<file path="config.mk">
export PLATFORM = sky130hd
export DESIGN_NAME = fir_param
export DESIGN_NICKNAME = d
export VERILOG_FILES = /design/src/rtl/fir_param.sv
export SDC_FILE = /design/constraint.sdc
export NUM_CORES = 2
export LEC_CHECK = 0
export BUFFER_PORTS_ARGS = -buffer_cell sky130_fd_sc_hd__buf_2
export CAP_MARGIN = 20
export CORE_ASPECT_RATIO = 0.8
export CORE_MARGIN = 5
export CORE_UTILIZATION = 35
export CTS_BUF_LIST = sky130_fd_sc_hd__clkbuf_8
export CTS_CLUSTER_SIZE = 8
export DETAILED_ROUTE_END_ITERATION = 8
export PLACE_DENSITY = 0.55
export SLEW_MARGIN = 20
export SYNTH_ARGS = -nofsm -noshare
export SYNTH_HDL_FRONTEND = slang
export SYNTH_SLANG_ARGS = --single-unit
</file>
<file path="constraint.sdc">
create_clock -name clk -period 7 [get_ports clk]
set_clock_uncertainty 0.1 [all_clocks]
set_input_delay 1.4 -clock clk [delete_from_list [all_inputs] [get_ports clk]]
set_output_delay 1.4 -clock clk [all_outputs]
set_load 0.05 [all_outputs]
</file>
<file path="src/rtl/fir_param.sv">
// Streaming signed direct-form FIR: stage 1 registers per-tap products, stage 2 sums,
// rounds half-up, scales by FRAC and saturates to OUT_W. Coefficients are runtime-writable.
module fir_param #(
  parameter int IN_W   = 8,
  parameter int COEF_W = 8,
  parameter int OUT_W  = 8,
  parameter int TAPS   = 8,
  parameter int FRAC   = 6
) (
  input  logic                        clk,
  input  logic                        rst,
  input  logic                        clr,
  input  logic                        in_valid,
  input  logic signed [IN_W-1:0]      in_data,
  input  logic                        coef_we,
  input  logic [$clog2(TAPS)-1:0]     coef_addr,
  input  logic signed [COEF_W-1:0]    coef_data,
  output logic                        out_valid,
  output logic signed [OUT_W-1:0]     out_data,
  output logic                        sat
);

  localparam int AW    = $clog2(TAPS);
  localparam int PW    = IN_W + COEF_W;
  localparam int ACC_W = IN_W + COEF_W + $clog2(TAPS);
  localparam longint RND = (longint'(1) << FRAC) >> 1;
  localparam logic signed [ACC_W-1:0]  OUT_MAX  = ACC_W'((longint'(1) << (OUT_W - 1)) - 1);
  localparam logic signed [ACC_W-1:0]  OUT_MIN  = -OUT_MAX - 1;
  localparam logic signed [COEF_W-1:0] COEF_RST = COEF_W'(longint'(1) << FRAC);

  function automatic logic signed [ACC_W-1:0] round_shift(input logic signed [ACC_W-1:0] a);
    logic signed [ACC_W-1:0] r;
    r = a + ACC_W'(RND);
    return r >>> FRAC;
  endfunction

  // Returns {clipped, value}.
  function automatic logic [OUT_W:0] saturate(input logic signed [ACC_W-1:0] a);
    if (a > OUT_MAX)      return {1'b1, OUT_MAX[OUT_W-1:0]};
    else if (a < OUT_MIN) return {1'b1, OUT_MIN[OUT_W-1:0]};
    else                  return {1'b0, a[OUT_W-1:0]};
  endfunction

  logic signed [COEF_W-1:0] coef_q    [TAPS];
  logic signed [COEF_W-1:0] coef_d    [TAPS];
  logic signed [IN_W-1:0]   delay_q   [TAPS-1];
  logic signed [IN_W-1:0]   delay_d   [TAPS-1];
  logic signed [PW-1:0]     prod_p1_q [TAPS];
  logic signed [PW-1:0]     prod_p1_d [TAPS];
  logic                     vld_p1_q, vld_p1_d;
  logic                     vld_p2_q, vld_p2_d;
  logic signed [OUT_W-1:0]  data_p2_q, data_p2_d;
  logic                     sat_p2_q, sat_p2_d;

  logic signed [ACC_W-1:0]  acc;
  logic signed [ACC_W-1:0]  scaled;
  logic [OUT_W:0]           sat_res;

  always_comb begin
    coef_d = coef_q;
    if (coef_we && ({1'b0, coef_addr} < (AW + 1)'(TAPS))) coef_d[coef_addr] = coef_data;

    // Stage 1: products and delay-line shift on accept
    delay_d   = delay_q;
    prod_p1_d = prod_p1_q;
    vld_p1_d  = 1'b0;
    if (clr) begin
      delay_d = '{default: '0};
    end else if (in_valid) begin
      vld_p1_d     = 1'b1;
      prod_p1_d[0] = PW'(in_data) * PW'(coef_q[0]);
      for (int k = 1; k < TAPS; k++) prod_p1_d[k] = PW'(delay_q[k-1]) * PW'(coef_q[k]);
      delay_d[0] = in_data;
      for (int k = 1; k < TAPS - 1; k++) delay_d[k] = delay_q[k-1];
    end

    // Stage 2: accumulate, round, scale, saturate
    acc = '0;
    for (int k = 0; k < TAPS; k++) acc = acc + ACC_W'(prod_p1_q[k]);
    scaled    = round_shift(acc);
    sat_res   = saturate(scaled);
    vld_p2_d  = vld_p1_q;
    data_p2_d = vld_p1_q ? $signed(sat_res[OUT_W-1:0]) : data_p2_q;
    sat_p2_d  = vld_p1_q & sat_res[OUT_W];
  end

  always_ff @(posedge clk) begin
    if (rst) begin
      coef_q    <= '{default: '0};
      coef_q[0] <= COEF_RST;
      delay_q   <= '{default: '0};
      prod_p1_q <= '{default: '0};
      vld_p1_q  <= 1'b0;
      vld_p2_q  <= 1'b0;
      data_p2_q <= '0;
      sat_p2_q  <= 1'b0;
    end else begin
      coef_q    <= coef_d;
      delay_q   <= delay_d;
      prod_p1_q <= prod_p1_d;
      vld_p1_q  <= vld_p1_d;
      vld_p2_q  <= vld_p2_d;
      data_p2_q <= data_p2_d;
      sat_p2_q  <= sat_p2_d;
    end
  end

  assign out_valid = vld_p2_q;
  assign out_data  = data_p2_q;
  assign sat       = sat_p2_q;

endmodule

</file>
==> results.cfg <==
[cts]
clock-sinks = 259
postCtsHoldBufs = 0
cts_max_level = 2
cts_resized = 0
cts_buffers = 45
path_clk_slew_ns = 0.08
clock-root-buffer = clkbuf_8
cts_setup_buffers = 0
clk_path_buf_depth = 3
clk_latency_ns = 0.66
cts_tree = built

[timing]
drv_slew = 0
timing.final.crit_share_pct = 76.2
finalCriticalPeriod_ns = 5.33
rsz0062_at_grt = false
slew_headroom_pct = 39.5
hold_viol = 0
worst_slew_pin_slew_ns = 0.884
fmax_ghz = 0.188
tns_ns = 0
holdWs_ns = 0.349
setup_viol = 0
fin_ws_ns = 1.67

[finish]
drive_gt1_share_pct = 3.70
syn2layout_area_growth_pct = 6.95
final_util_pct = 37.7
nets = 4413
fin_area_mm2 = 0.0342
fillers = 9414
antennaDiodeCount = 0
instances_no_fill = 4833

[critical_path]
critical_path.most_common_cell = fa_1
r2r_slack_ns = 1.67
cp-end-kind = flip-flop
arrival_ns = 5.80
critPathBufInv = 2
cp_cell_sequence = inv_1 -> fa_1 -> inv_1 -> fa_1 -> fa_1 -> fa_1 -> ha_1 -> a21o_1 -> a221oi_1 -> o32ai_1 -> o21ba_2 -> o21ai_1 -> or4_4 -> a21boi_4 -> a221o_1
r2r-start = prod_p1_q[62]$_SDFFE_PP0P_
r2r_end = out_data[2]$_SDFFE_PP0P_
critical_path_required_ns = 7.47
cp_top_family = adder cells
rr_worst_depth = 15
max_stage_delay_ns = 0.58
crit_type = flip-flop to flip-flop
crit_path_max_fanout = 8
crit_slowest_cell = fa_1
worstSetupStartpointType = flip-flop

[pwr]
seq_power_share_pct = 41.6
ir_drop_v = 0.000115
comb_power_share_pct = 18.2
internal-power_mw = 2.53
clkPwrFrac_pct = 40.3
swShare_pct = 32.5
power_mw = 3.75
switching_power_mw = 1.22
powerDensity_mw_per_mm2 = 109
p_leak_nw = 15.4

[logic_synthesis]
dominantRegCellSynth = dfxtp_1
syn_nets = 4453
synth_area_mm2 = 0.0320
postSynthCellCount = 3628
synthArstFlopShare_pct = 0
avgSynthCellArea_um2 = 8.82
yosys_warnings = 0
ys_types = 59
synth_edf_count = 0
ys_seq_area_share_pct = 16.2
ys_ff_latch = 259

[hold_path]
hold_depth = 2
hold_start = prod_p1_q[41]$_SDFFE_PP0P_
worstHoldEndpoint = prod_p1_q[41]$_SDFFE_PP0P_
hold_class = flip-flop to flip-flop

[detailed_routing]
wl_per_cell_um = 17.0
drt_first_pass_iters = 5
wl_um = 82400
drt_iter0_markers = 1399
ant_nets = 0
vias = 22800
viasPerCell = 4.72
drc = 0

[grt]
overflow = 0
antenna_found_initial = 0
grt_max_degree = 68
grt_pass1_wl_um = 133000
grt_pass1_vias = 23000
track_usage_pct = 17.2

[placement]
dp_cells = 4753
place_area_mm2 = 0.0333
hpwl_um = 66300
port_buffers = 33
pre_cts_ws_ns = 1.39
finalWeightedCongestion = 0.853

[floorplanning]
core_area_mm2 = 0.0909
dieArea_mm2 = 0.0976
die_y_um = 280
rows = 99
die_w_um = 348
start_util_pct = 35.2
num_io_pins = 34

[status]
outcome = finished, final reports clean

[run]
cap_violations = 0
==> layout by cell type (no fill, tap or decap), drive strengths merged, types with 3 or more instances in the layout <==
master	n
a221o	7
o211ai	9
or2	11
or3	15
nand3	32
o31ai	6
and3	9
a21oi	221
nand3b	8
xor2	27
dfxtp	259
a31oi	14
o21a	6
or4	9
o21ai	59
nor2	125
fa	537
clkinv	5
a2111oi	7
a21boi	8
mux2i	57
a211oi	12
inv	744
and2	312
a221oi	3
nor2b	25
nand2	484
o31a	6
nand4	3
nor3	35
xnor2	95
clkbuf	58
nor4b	10
ha	264
nand2b	56
a21o	23
buf	44
==> worst reg2reg max path: stages (launching register included) <==
cell,delay (ns)
dfxtp_1,0.46
inv_1,0.19
fa_1,0.56
inv_1,0.05
fa_1,0.58
fa_1,0.44
fa_1,0.44
ha_1,0.40
a21o_1,0.25
a221oi_1,0.30
o32ai_1,0.13
o21ba_2,0.26
o21ai_1,0.10
or4_4,0.56
a21boi_4,0.25
a221o_1,0.18
==> cells in the mapped netlist (all sizes together) (15+ instances only) <==
master,n,area share [%]
inv,729,8.5
fa,537,34
nand2,484,5.7
and2,312,6.1
ha,264,10
dfxtp,259,16
a21oi,221,3.5
nor2,125,1.5
clkbuf,106,1.2
xnor2,95,2.6
o21ai,59,0.93
mux2i,57,1.8
nand2b,56,1.1
nor3,35,0.55
nand3,32,0.50
xor2,27,0.74
buf,25,0.34
nor2b,25,0.49
a21o,23,0.54
or3,15,0.29
==> worst max-delay path by stage <==
stage	startpoint	endpoint	slack, ns	depth (start not counted)
3_5_place_dp	in_data[3]	prod_p1_q[126]$_SDFFE_PP0P_	1.39	17
2_1_floorplan	in_data[7]	prod_p1_q[126]$_SDFFE_PP0P_	1.57	16
4_1_cts	prod_p1_q[62]$_SDFFE_PP0P_	out_data[2]$_SDFFE_PP0P_	1.69	15
3_3_place_gp	in_data[3]	prod_p1_q[126]$_SDFFE_PP0P_	1.41	17
6_report	prod_p1_q[62]$_SDFFE_PP0P_	out_data[2]$_SDFFE_PP0P_	1.67	15
5_1_grt	delay_q[37]$_SDFFE_PP0P_	prod_p1_q[79]$_SDFFE_PP0P_	1.47	15
==> cells by family after synthesis <==
kind of cell | after synthesis | synth area share (%)
mux | 58 | 1.82
flops | 259 | 16.2
buf+inv | 860 | 10.1
simple gates | 1137 | 17.4
xor+xnor | 122 | 3.34
fa+ha+maj | 801 | 43.9
compound gates | 391 | 7.22
==> sequential cells by signal, indices dropped and copies added, names as in the netlist <==
signal / cells
sat: 1
prod_p1_q: 128
vld_p1_q: 1
delay_q: 56
coef_q: 64
out_data: 8
out_valid: 1
==> routing by layer <==
layer  vias to the layer above  track usage [%]  share of wire, %
li1                      11000                -                 -
met1                     11300             27.2                51
met2                       444             24.7                41
met3                        74             2.95               6.0
met4                         0             2.82               1.5
met5                         -                0                 0
==> final cells by class <==
cell class              count  area (um^2)  area share (%)
multi-input cells        2509        23600            68.9
flip-flops and latches    259         5180            15.1
inverters                 729         2740            7.99
well taps                1212         1520            4.43
clock buffers              58          798            2.33
repair buffers             44          269           0.786
clock inverters            22          131           0.384
==> power groups by stage <==
| stage | combinational (mW) | sequential (mW) | clock, mW |
|---|---|---|---|
| 2_1_floorplan | 0.463 | 1.59 | 0 |
| 3_3_place_gp | 0.673 | 1.59 | 0 |
| 3_5_place_dp | 0.681 | 1.59 | 0 |
| 4_1_cts | 0.684 | 1.56 | 1.56 |
| 5_1_grt | 0.758 | 1.56 | 1.62 |
| 6_report | 0.681 | 1.56 | 1.51 |
Note: power is estimated with default switching activity, not from simulation.
